File: config.mk
export PLATFORM = sky130hd
export DESIGN_NAME = gem_trig_link_rx
export DESIGN_NICKNAME = d
export VERILOG_FILES = /design/src/rtl/gem_trig_link_pkg.sv /design/src/rtl/gem_trig_link_lock_fsm.sv /design/src/rtl/gem_trig_link_rx.sv
export SDC_FILE = /design/constraint.sdc
export NUM_CORES = 1
export LEC_CHECK = 0
export BUFFER_PORTS_ARGS = -buffer_cell sky130_fd_sc_hd__buf_4
export CORE_AREA = 2 2 112 114
export CTS_CLUSTER_SIZE = 12
export DETAILED_ROUTE_END_ITERATION = 10
export DIE_AREA = 0 0 114 116
export GPL_TIMING_DRIVEN = 1
export PLACE_DENSITY_LB_ADDON = 0.08
export SLEW_MARGIN = 30
export SYNTH_ARGS = -nofsm -noshare
export SYNTH_HDL_FRONTEND = slang
export SYNTH_SLANG_ARGS = --single-unit
File: constraint.sdc
create_clock -name clk_160 -period 2.1 [get_ports clk_160]
set_clock_uncertainty 0.05 [all_clocks]
set_input_delay 0.21 -clock clk_160 [delete_from_list [all_inputs] [get_ports clk_160]]
set_output_delay 0.21 -clock clk_160 [all_outputs]
set_load 0.02 [all_outputs]
File: src/rtl/gem_trig_link_pkg.sv
// Shared constants, marker codes and lock-state type for the GEM trigger-link receiver.
package gem_trig_link_pkg;

   localparam logic [7:0] K_NORMAL  = 8'hBC;  // K28.5
   localparam logic [7:0] K_BC0     = 8'hF7;  // K23.7
   localparam logic [7:0] K_OVF     = 8'hFC;  // K28.7
   localparam logic [7:0] K_BC0_OVF = 8'hFB;  // K27.7

   localparam int unsigned FRAME_WORDS = 4;
   localparam int unsigned CLUSTER_W   = 14;
   localparam logic [CLUSTER_W-1:0] CLUSTER_INVALID = 14'h0600;

   typedef enum logic [1:0] {
      ST_HUNT,
      ST_VERIFY,
      ST_LOCKED
   } lock_state_t;

   function automatic logic is_marker(input logic [7:0] b);
      return b inside {K_NORMAL, K_BC0, K_OVF, K_BC0_OVF};
   endfunction

endpackage

File: src/rtl/gem_trig_link_lock_fsm.sv
// Frame-alignment lock tracker: HUNT -> VERIFY -> LOCKED with good/bad frame counters.
module gem_trig_link_lock_fsm
   import gem_trig_link_pkg::*;
#(
   parameter int unsigned LOCK_FRAMES = 4,
   parameter int unsigned UNLOCK_ERRS = 4
) (
   input  logic        clk,
   input  logic        reset,
   input  logic        start,
   input  logic        frame_end,
   input  logic        frame_good,
   output lock_state_t state
);

   localparam int unsigned GW = $clog2(LOCK_FRAMES + 1);
   localparam int unsigned BW = $clog2(UNLOCK_ERRS + 1);

   lock_state_t   state_nxt;
   logic [GW-1:0] good_cnt, good_cnt_nxt;
   logic [BW-1:0] bad_cnt, bad_cnt_nxt;

   always_ff @(posedge clk) begin
      if (reset) begin
         state    <= ST_HUNT;
         good_cnt <= '0;
         bad_cnt  <= '0;
      end else begin
         state    <= state_nxt;
         good_cnt <= good_cnt_nxt;
         bad_cnt  <= bad_cnt_nxt;
      end
   end

   always_comb begin
      state_nxt    = state;
      good_cnt_nxt = good_cnt;
      bad_cnt_nxt  = bad_cnt;
      unique case (state)
         ST_HUNT: begin
            if (start) begin
               state_nxt    = ST_VERIFY;
               good_cnt_nxt = '0;
            end
         end
         ST_VERIFY: begin
            if (frame_end) begin
               if (!frame_good) begin
                  state_nxt = ST_HUNT;
               end else if (good_cnt == GW'(LOCK_FRAMES - 1)) begin
                  state_nxt    = ST_LOCKED;
                  good_cnt_nxt = '0;
                  bad_cnt_nxt  = '0;
               end else begin
                  good_cnt_nxt = good_cnt + 1'b1;
               end
            end
         end
         ST_LOCKED: begin
            if (frame_end) begin
               if (frame_good) begin
                  bad_cnt_nxt = '0;
               end else if (bad_cnt == BW'(UNLOCK_ERRS - 1)) begin
                  state_nxt   = ST_HUNT;
                  bad_cnt_nxt = '0;
               end else begin
                  bad_cnt_nxt = bad_cnt + 1'b1;
               end
            end
         end
         default: state_nxt = ST_HUNT;
      endcase
   end

endmodule

File: src/rtl/gem_trig_link_rx.sv
// Receive-side decoder for the 4-word OptoHybrid trigger-link frame: alignment,
// frame qualification, cluster/flag recovery, local BX counting and BC0 checking.
module gem_trig_link_rx
   import gem_trig_link_pkg::*;
#(
   parameter int unsigned LOCK_FRAMES  = 4,
   parameter int unsigned UNLOCK_ERRS  = 4,
   parameter int unsigned BX_PER_ORBIT = 3564
) (
   input  logic                 clk_160,
   input  logic                 reset,
   input  logic [15:0]          rx_data,
   input  logic [1:0]           rx_charisk,
   input  logic                 rx_code_err,
   output logic [CLUSTER_W-1:0] cluster0,
   output logic [CLUSTER_W-1:0] cluster1,
   output logic [CLUSTER_W-1:0] cluster2,
   output logic [CLUSTER_W-1:0] cluster3,
   output logic [3:0]           valid_clusters,
   output logic                 frame_valid,
   output logic                 bc0,
   output logic                 overflow,
   output logic [11:0]          bxn_counter,
   output logic                 locked,
   output logic                 bc0_err,
   output logic [15:0]          err_cnt
);

   localparam int unsigned PHASE_W = $clog2(FRAME_WORDS);
   localparam logic [11:0] BX_LAST = 12'(BX_PER_ORBIT - 1);

   lock_state_t        state;
   logic [PHASE_W-1:0] phase;
   logic               word0_ok, in_frame, start, frame_end, frame_good;
   logic               acc_ok, acc_bc0, acc_ovf;
   logic [39:0]        acc_data;
   logic [55:0]        frame_data;
   logic               bc0_seen;

   assign word0_ok   = (rx_charisk == 2'b01) && is_marker(rx_data[7:0]) && !rx_code_err;
   assign in_frame   = (state != ST_HUNT);
   assign start      = !in_frame && word0_ok;
   assign frame_end  = in_frame && (phase == PHASE_W'(FRAME_WORDS - 1));
   assign frame_good = frame_end && acc_ok && (rx_charisk == 2'b00) && !rx_code_err;
   assign frame_data = {rx_data, acc_data};
   assign locked     = (state == ST_LOCKED);

   gem_trig_link_lock_fsm #(
      .LOCK_FRAMES (LOCK_FRAMES),
      .UNLOCK_ERRS (UNLOCK_ERRS)
   ) u_lock_fsm (
      .clk        (clk_160),
      .reset      (reset),
      .start      (start),
      .frame_end  (frame_end),
      .frame_good (frame_good),
      .state      (state)
   );

   // Phase sits at 0 while hunting, so word0 is captured every cycle until a start is seen.
   always_ff @(posedge clk_160) begin
      if (reset) begin
         phase    <= '0;
         acc_ok   <= 1'b0;
         acc_bc0  <= 1'b0;
         acc_ovf  <= 1'b0;
         acc_data <= '0;
      end else begin
         if (in_frame)   phase <= phase + 1'b1;
         else if (start) phase <= PHASE_W'(1);
         else            phase <= '0;

         if (phase == PHASE_W'(0)) begin
            acc_ok         <= word0_ok;
            acc_bc0        <= (rx_data[7:0] == K_BC0) || (rx_data[7:0] == K_BC0_OVF);
            acc_ovf        <= (rx_data[7:0] == K_OVF) || (rx_data[7:0] == K_BC0_OVF);
            acc_data[7:0]  <= rx_data[15:8];
         end else if (phase == PHASE_W'(1)) begin
            acc_ok         <= acc_ok && (rx_charisk == 2'b00) && !rx_code_err;
            acc_data[23:8] <= rx_data;
         end else if (phase == PHASE_W'(2)) begin
            acc_ok          <= acc_ok && (rx_charisk == 2'b00) && !rx_code_err;
            acc_data[39:24] <= rx_data;
         end
      end
   end

   always_ff @(posedge clk_160) begin
      if (reset) begin
         cluster0    <= CLUSTER_INVALID;
         cluster1    <= CLUSTER_INVALID;
         cluster2    <= CLUSTER_INVALID;
         cluster3    <= CLUSTER_INVALID;
         frame_valid <= 1'b0;
         bc0         <= 1'b0;
         bc0_err     <= 1'b0;
         overflow    <= 1'b0;
         bxn_counter <= '0;
         err_cnt     <= '0;
         bc0_seen    <= 1'b0;
      end else begin
         frame_valid <= 1'b0;
         bc0         <= 1'b0;
         bc0_err     <= 1'b0;
         if (!locked) bc0_seen <= 1'b0;

         if (frame_end && !frame_good && (err_cnt != '1)) err_cnt <= err_cnt + 1'b1;

         if (frame_end && locked) begin
            if (frame_good) begin
               cluster0    <= frame_data[13:0];
               cluster1    <= frame_data[27:14];
               cluster2    <= frame_data[41:28];
               cluster3    <= frame_data[55:42];
               overflow    <= acc_ovf;
               frame_valid <= 1'b1;
               bc0         <= acc_bc0;
            end
            // A bad frame still occupies a BX slot, so the counter advances but never reloads.
            if (frame_good && acc_bc0) begin
               bxn_counter <= '0;
               bc0_seen    <= 1'b1;
               bc0_err     <= bc0_seen && (bxn_counter != BX_LAST);
            end else if (bxn_counter == BX_LAST) begin
               bxn_counter <= '0;
            end else begin
               bxn_counter <= bxn_counter + 1'b1;
            end
         end
      end
   end

   always_comb begin
      valid_clusters    = '0;
      valid_clusters[0] = ~(cluster0[10:9] == 2'b11);
      valid_clusters[1] = ~(cluster1[10:9] == 2'b11);
      valid_clusters[2] = ~(cluster2[10:9] == 2'b11);
      valid_clusters[3] = ~(cluster3[10:9] == 2'b11);
   end

endmodule

======== Yosys cells after proc, flatten, opt, wreduce, memory -nomap -nowiden ========
Index checks and enable logic that the tools add are counted.
word-level totals
  latch bits .............................. 0
  ROM bits ................................ 0
  bits in registers ....................... 142
  logic and storage cells ................. 129
  output and inout port bits .............. 93
  input bits .............................. 21
  RAM bits ................................ 0
  memories ................................ 0
operators by class
  eq/ne operators ......................... 27
  multiply operators ...................... 0
  muxes and demuxes ....................... 31
  reduce and logical (&&, ||, !) cells .... 36
  add/sub/neg operators ................... 5
  shifts and indexed selects .............. 0
  $lt $le $gt $ge ......................... 0
  divide/modulo/power cells ............... 0
  bitwise gates (word level) .............. 9
operators with widths
  operator                                             count
  equality test 8 bit, second input constant           4
  two-way mux 3 bit                                    10
  two-way mux 12 bit                                   2
  adder 16 x 1 -> 16 bit, second input constant        1
  two-way mux 2 bit                                    8
  != test 16 bit, second input constant                1
  equality test 2 bit, second input constant           7
  logical AND 1 bit                                    14
  adder 12 x 1 -> 12 bit, second input constant        1
  equality test 12 bit, second input constant          1
  != test 12 bit, second input constant                1
  one-hot mux 3 bit (2 select lines)                   2
  inverter 1 bit                                       9
  two-way mux 1 bit                                    8
  != test 2 bit, second input constant                 4
  adder 3 x 1 -> 3 bit, second input constant          2
  equality test 2 x 1 -> 1 bit, second input constant  3
  equality test 3 x 2 -> 1 bit, second input constant  2
  zero test 2 bit                                      3
  != test 2 x 1 -> 1 bit, second input constant        3
  one-hot mux 2 bit (3 select lines)                   1
  AND reduction 6 bit                                  1
  nonzero test 2 bit                                   3
  OR reduction 3 bit                                   2
  11 further kinds                                     15

======== Logic depth before layout (Yosys ltp) ========
  depth after elaboration ................. 8
  gate-level depth with buffers ........... 9

======== Hierarchy ========
A second synthesis with hierarchy kept.
second synthesis, totals
  cell total of the unflattened synthesis .. 664
  area, all modules ....................... 5779.3 µm²
by module, submodules not included
  module                  cells an instance  seq. area each (µm²)  area each (µm²)  times used
  gem_trig_link_rx        613                2682.6                5330.1           1
  gem_trig_link_lock_fsm  51                 160.2                 449.2            1

======== Worst setup path after synthesis ========
Ideal clock, no wire load.
  path kind ............................... reg2reg
  from .................................... register u_lock_fsm.state[1]
  to ...................................... register err_cnt[10]
  cell stages (with the launch flop) ...... 7
  setup slack ............................. 0.065 ns
  data required time ...................... 1.935 ns
  path buffers ............................ 0
  clock period less this slack ............ 2.035 ns
  arrival ................................. 1.871 ns
  cells stage by stage .................... dfxtp_1 inv_1 ha_1 nand2b_1 or4_1 o41a_1 o21a_1
on the way
  word-level cells in the longest chain between the ends .. 8
ends and longest elaborated chain
  element                            line                          text
  from (decl)                        gem_trig_link_lock_fsm.sv:13  output lock_state_t state
  from (signal assigned)             gem_trig_link_lock_fsm.sv:29  state <= state_nxt;
  nonzero test 2 bit *               gem_trig_link_rx.sv:41        assign in_frame = (state != ST_HUNT);
  logical AND 1 bit *                gem_trig_link_rx.sv:43        assign frame_end = in_frame && (phase == PHASE_W'(FRAME_WORDS - 1));
  logical AND 1 bit (3 in series)    gem_trig_link_rx.sv:44        assign frame_good = frame_end && acc_ok && (rx_charisk == 2'b00) && !rx_code_err;
  zero test 1 bit                    n/a
  logical AND 1 bit * (2 in series)  gem_trig_link_rx.sv:107       if (frame_end && !frame_good && (err_cnt != '1)) err_cnt <= err_cnt + 1'b1;
  to (signal assigned)               gem_trig_link_rx.sv:107
  to (decl)                          gem_trig_link_rx.sv:26        output logic [15:0] err_cnt
Mark *: on every way between the ends. The rest lies on a longest branch, timed or not.
A chain may end at the register's enable or synchronous reset.

======== Worst setup path in the final report ========
  from .................................... register u_lock_fsm.state[0]
  to ...................................... register err_cnt[11]
The elaborated chain is that of the path after synthesis.

==> flow_summary.yaml <==
global_routing:
  grt_pass1_wl_um: 23400
  busiest_layer: "met2"
  antenna_found_initial: 0
  grtUsageTotal_pct: 22.1
  grt_pass1_vias: 4825
  met2_usage_pct: 37.3
  grt_start_max_net_pins: 112
  grt_overflow: 0
  use_met1_pct: 27.9
  grtUsageMet3_pct: 5.91
pwr:
  peakVddDrop_uv: 567
  p_leak_nw: 3.04
  p_per_area_nw_per_um2: 800
  power_mw: 6.08
placed_design:
  port_buffers: 113
  dp_hpwl_um: 9660
  post-place-ws_ns: 0.0369
  routabilityCongestion: 0.873
yosys:
  synth-seq-area-share_pct: 48.9
  synth-edff-count: 0
  ys_types: 60
  synth_flop_cell: "dfxtp_1"
  syn-num-nets: 699
  ys_ff_latch: 142
  yosysWarnings: 0
  synth_area_um2: 5820
  synth_cells: 667
  async_reset_ff_share_pct: 0
  avgSynthCellArea_um2: 8.72
floorplanning:
  die-area_um2: 13200
  fp.coreArea_um2: 11900
  start_util_pct: 48.8
  row_count: 40
  fp.dieH_um: 116
  die_w_um: 114
  ios: 114
clock_network:
  clk_pin_slew_ns: 0.06
  cts_buffers: 17
  cts_root_buf: "clkbuf_16"
  cts_tree: "done"
  htree_levels: 4
  clkSinkCount: 142
  clk_latency_ns: 0.41
  cts.path.max_buffers: 2
layout:
  drive_above_1_share_pct: 24.6
  n_antenna_cell: 0
  mostFrequentLayoutCells: "dfxtp_1, nand2_1, buf_4, a21oi_1, nor2_1"
  final_util_pct: 63.8
  final_nets: 819
  area_delta_synth_final_pct: 30.7
  layout_commonest_cell: "dfxtp_1"
  fillers: 1066
critical_path:
  r2r-end: "err_cnt[11]$_SDFFE_PP0P_"
  start_kind: "register"
  r2r_start: "u_lock_fsm.state[0]$_SDFFE_PP0P_"
  crit_type: "register to register"
  r2r_cells: 6
  worstPathArrival_ns: 2.27
  reg2reg_setup_slack_ns: 0.08
  cp.required_ns: 2.34
  path_max_fanout: 6
  end_kind: "register"
detailed_routing:
  routed_wl_um: 14300
  ant_nets: 0
  first_pass_iters: 5
  drc_errors: 0
  vias: 5019
  drtIter0Drc: 365
  post_drt_via_cell_ratio: 5.30
  routedWlPerCell_um: 15.1
timing:
  fin_crit_sh_pct: 96.4
  setup_ws_ns: 0.0754
  setup-violations-final: 0
  final.setup.tns_ns: 0
  post-route-min-period_ns: 2.02
  slew_headroom_pct: 67.6
  finalHoldViolCount: 0
  worstMarginPinSlew_ns: 0.486
  max_freq_mhz: 494
  maxSlewViolCount: 0
status:
  status: "finished clean"
hold_path:
  hold_class: "input pin to register"
  hold_end: "cluster3[10]$_SDFFE_PP1N_"
  whs_path_depth: 3
  worst_hold_startpoint: "rx_data[12]"
run:
  cap_violations: 0
worst max-delay path, stage by stage (launching register included):
cell and delay [ns]:
dfxtp_2 0.34, inv_1 0.06, ha_1 0.22, and2b_1 0.33, nand3_2 0.21, nor4_2 0.34
mux2_2 0.37
synth_stat cells, types with 2 or more instances:
cell type / count / area, um2
a211oi_1: 4 / 30.0
a21o_1: 2 / 15.0
a21oi_1: 65 / 325
a22oi_1: 2 / 15.0
a311oi_1: 2 / 17.5
a31oi_1: 2 / 12.5
and3_1: 5 / 31.3
buf_1: 7 / 26.3
buf_2: 8 / 40.0
clkbuf_1: 24 / 90.1
dfxtp_1: 142 / 2840
ha_1: 11 / 138
inv_1: 10 / 37.5
mux2_2: 6 / 67.6
mux2i_1: 43 / 430
nand2_1: 140 / 526
nand2b_1: 4 / 25.0
nand3_1: 21 / 105
nand4_1: 11 / 68.8
nand4b_1: 3 / 26.3
nor2_1: 60 / 225
nor2b_1: 9 / 56.3
nor3_1: 17 / 85.1
nor4_1: 4 / 25.0
o211a_1: 2 / 20.0
o21a_1: 3 / 22.5
o21ai_0: 5 / 25.0
o31a_1: 2 / 17.5
o31ai_1: 3 / 22.5
or3_1: 5 / 31.3
or3b_2: 3 / 26.3
or4_1: 5 / 37.5
or4b_1: 3 / 30.0
xnor2_1: 7 / 61.3
xor2_1: 2 / 17.5
layer usage:
metal	wire (um)	vias up
met5	0	-
met3	636	14
met1	6360	2370
met4	174	0
met2	7140	99
li1	-	2536
worst max path at each step:
stage,from,end,slack [ns]
finish,u_lock_fsm.state[0]$_SDFFE_PP0P_,err_cnt[11]$_SDFFE_PP0P_,0.08
global route,phase[0]$_SDFF_PP0_,err_cnt[11]$_SDFFE_PP0P_,-0.05
CTS,u_lock_fsm.state[0]$_SDFFE_PP0P_,err_cnt[10]$_SDFFE_PP0P_,0.03
detailed placement,u_lock_fsm.state[0]$_SDFFE_PP0P_,err_cnt[10]$_SDFFE_PP0P_,0.04
global placement,u_lock_fsm.state[0]$_SDFFE_PP0P_,err_cnt[10]$_SDFFE_PP0P_,0.09
floorplan,u_lock_fsm.state[1]$_SDFFE_PP0P_,err_cnt[10]$_SDFFE_PP0P_,0.06
flip-flops by register name (all words and copies together), names as in the netlist:
name,cells
acc_data,40
err_cnt,16
cluster0,14
cluster1,14
cluster2,14
cluster3,14
bxn_counter,12
u_lock_fsm.bad_cnt,3
u_lock_fsm.good_cnt,3
phase,2
u_lock_fsm.state,2
acc_bc0,1
acc_ok,1
acc_ovf,1
bc0,1
bc0_err,1
bc0_seen,1
frame_valid,1
overflow,1
per-stage QoR:
stage	std cells	hold slack, ns	cell area (um2)
floorplan	667	0.284	5820
global placement	914	0.385	6930
global route	947	0.0146	7600
detailed placement	914	0.389	6930
CTS	947	0.00337	7560
finish	947	0.0182	7600
final cells by class:
class	instances	area (um2)	area share (%)
well taps	147	184	2.42
clock buffers	19	433	5.69
repair buffers	140	1090	14.3
clock inverters	13	188	2.47
multi-input cells	476	2830	37.2
flip-flops and latches	142	2840	37.4
inverters	10	37.5	0.494
where the power goes:
group	switching [mW]	internal, mW
clock	1.14	2.00
combinational	0.133	0.0873
sequential	0.0131	2.72
total	1.28	4.80
what timing repair did:
item	4_1_cts	5_1_grt
setup buffers	0	0
hold buffers	1	0
hold endpoints to repair	1	0
endpoints found under the setup margin	0	10
gates resized for setup	0	9
cells by family after synthesis:
| group | count (synthesis) | share of synthesized area [%] |
|---|---|---|
| AND/OR/NAND/NOR | 302 | 24.3 |
| flip-flops | 142 | 48.9 |
| AO/OA/AOI/OAI | 105 | 11.2 |
| buffers and inverters | 49 | 3.33 |
| multiplexers | 49 | 8.56 |
| adder cells (fa/ha/maj) | 11 | 2.37 |
| XOR/XNOR | 9 | 1.35 |
Note: power is estimated with default switching activity, not from simulation.
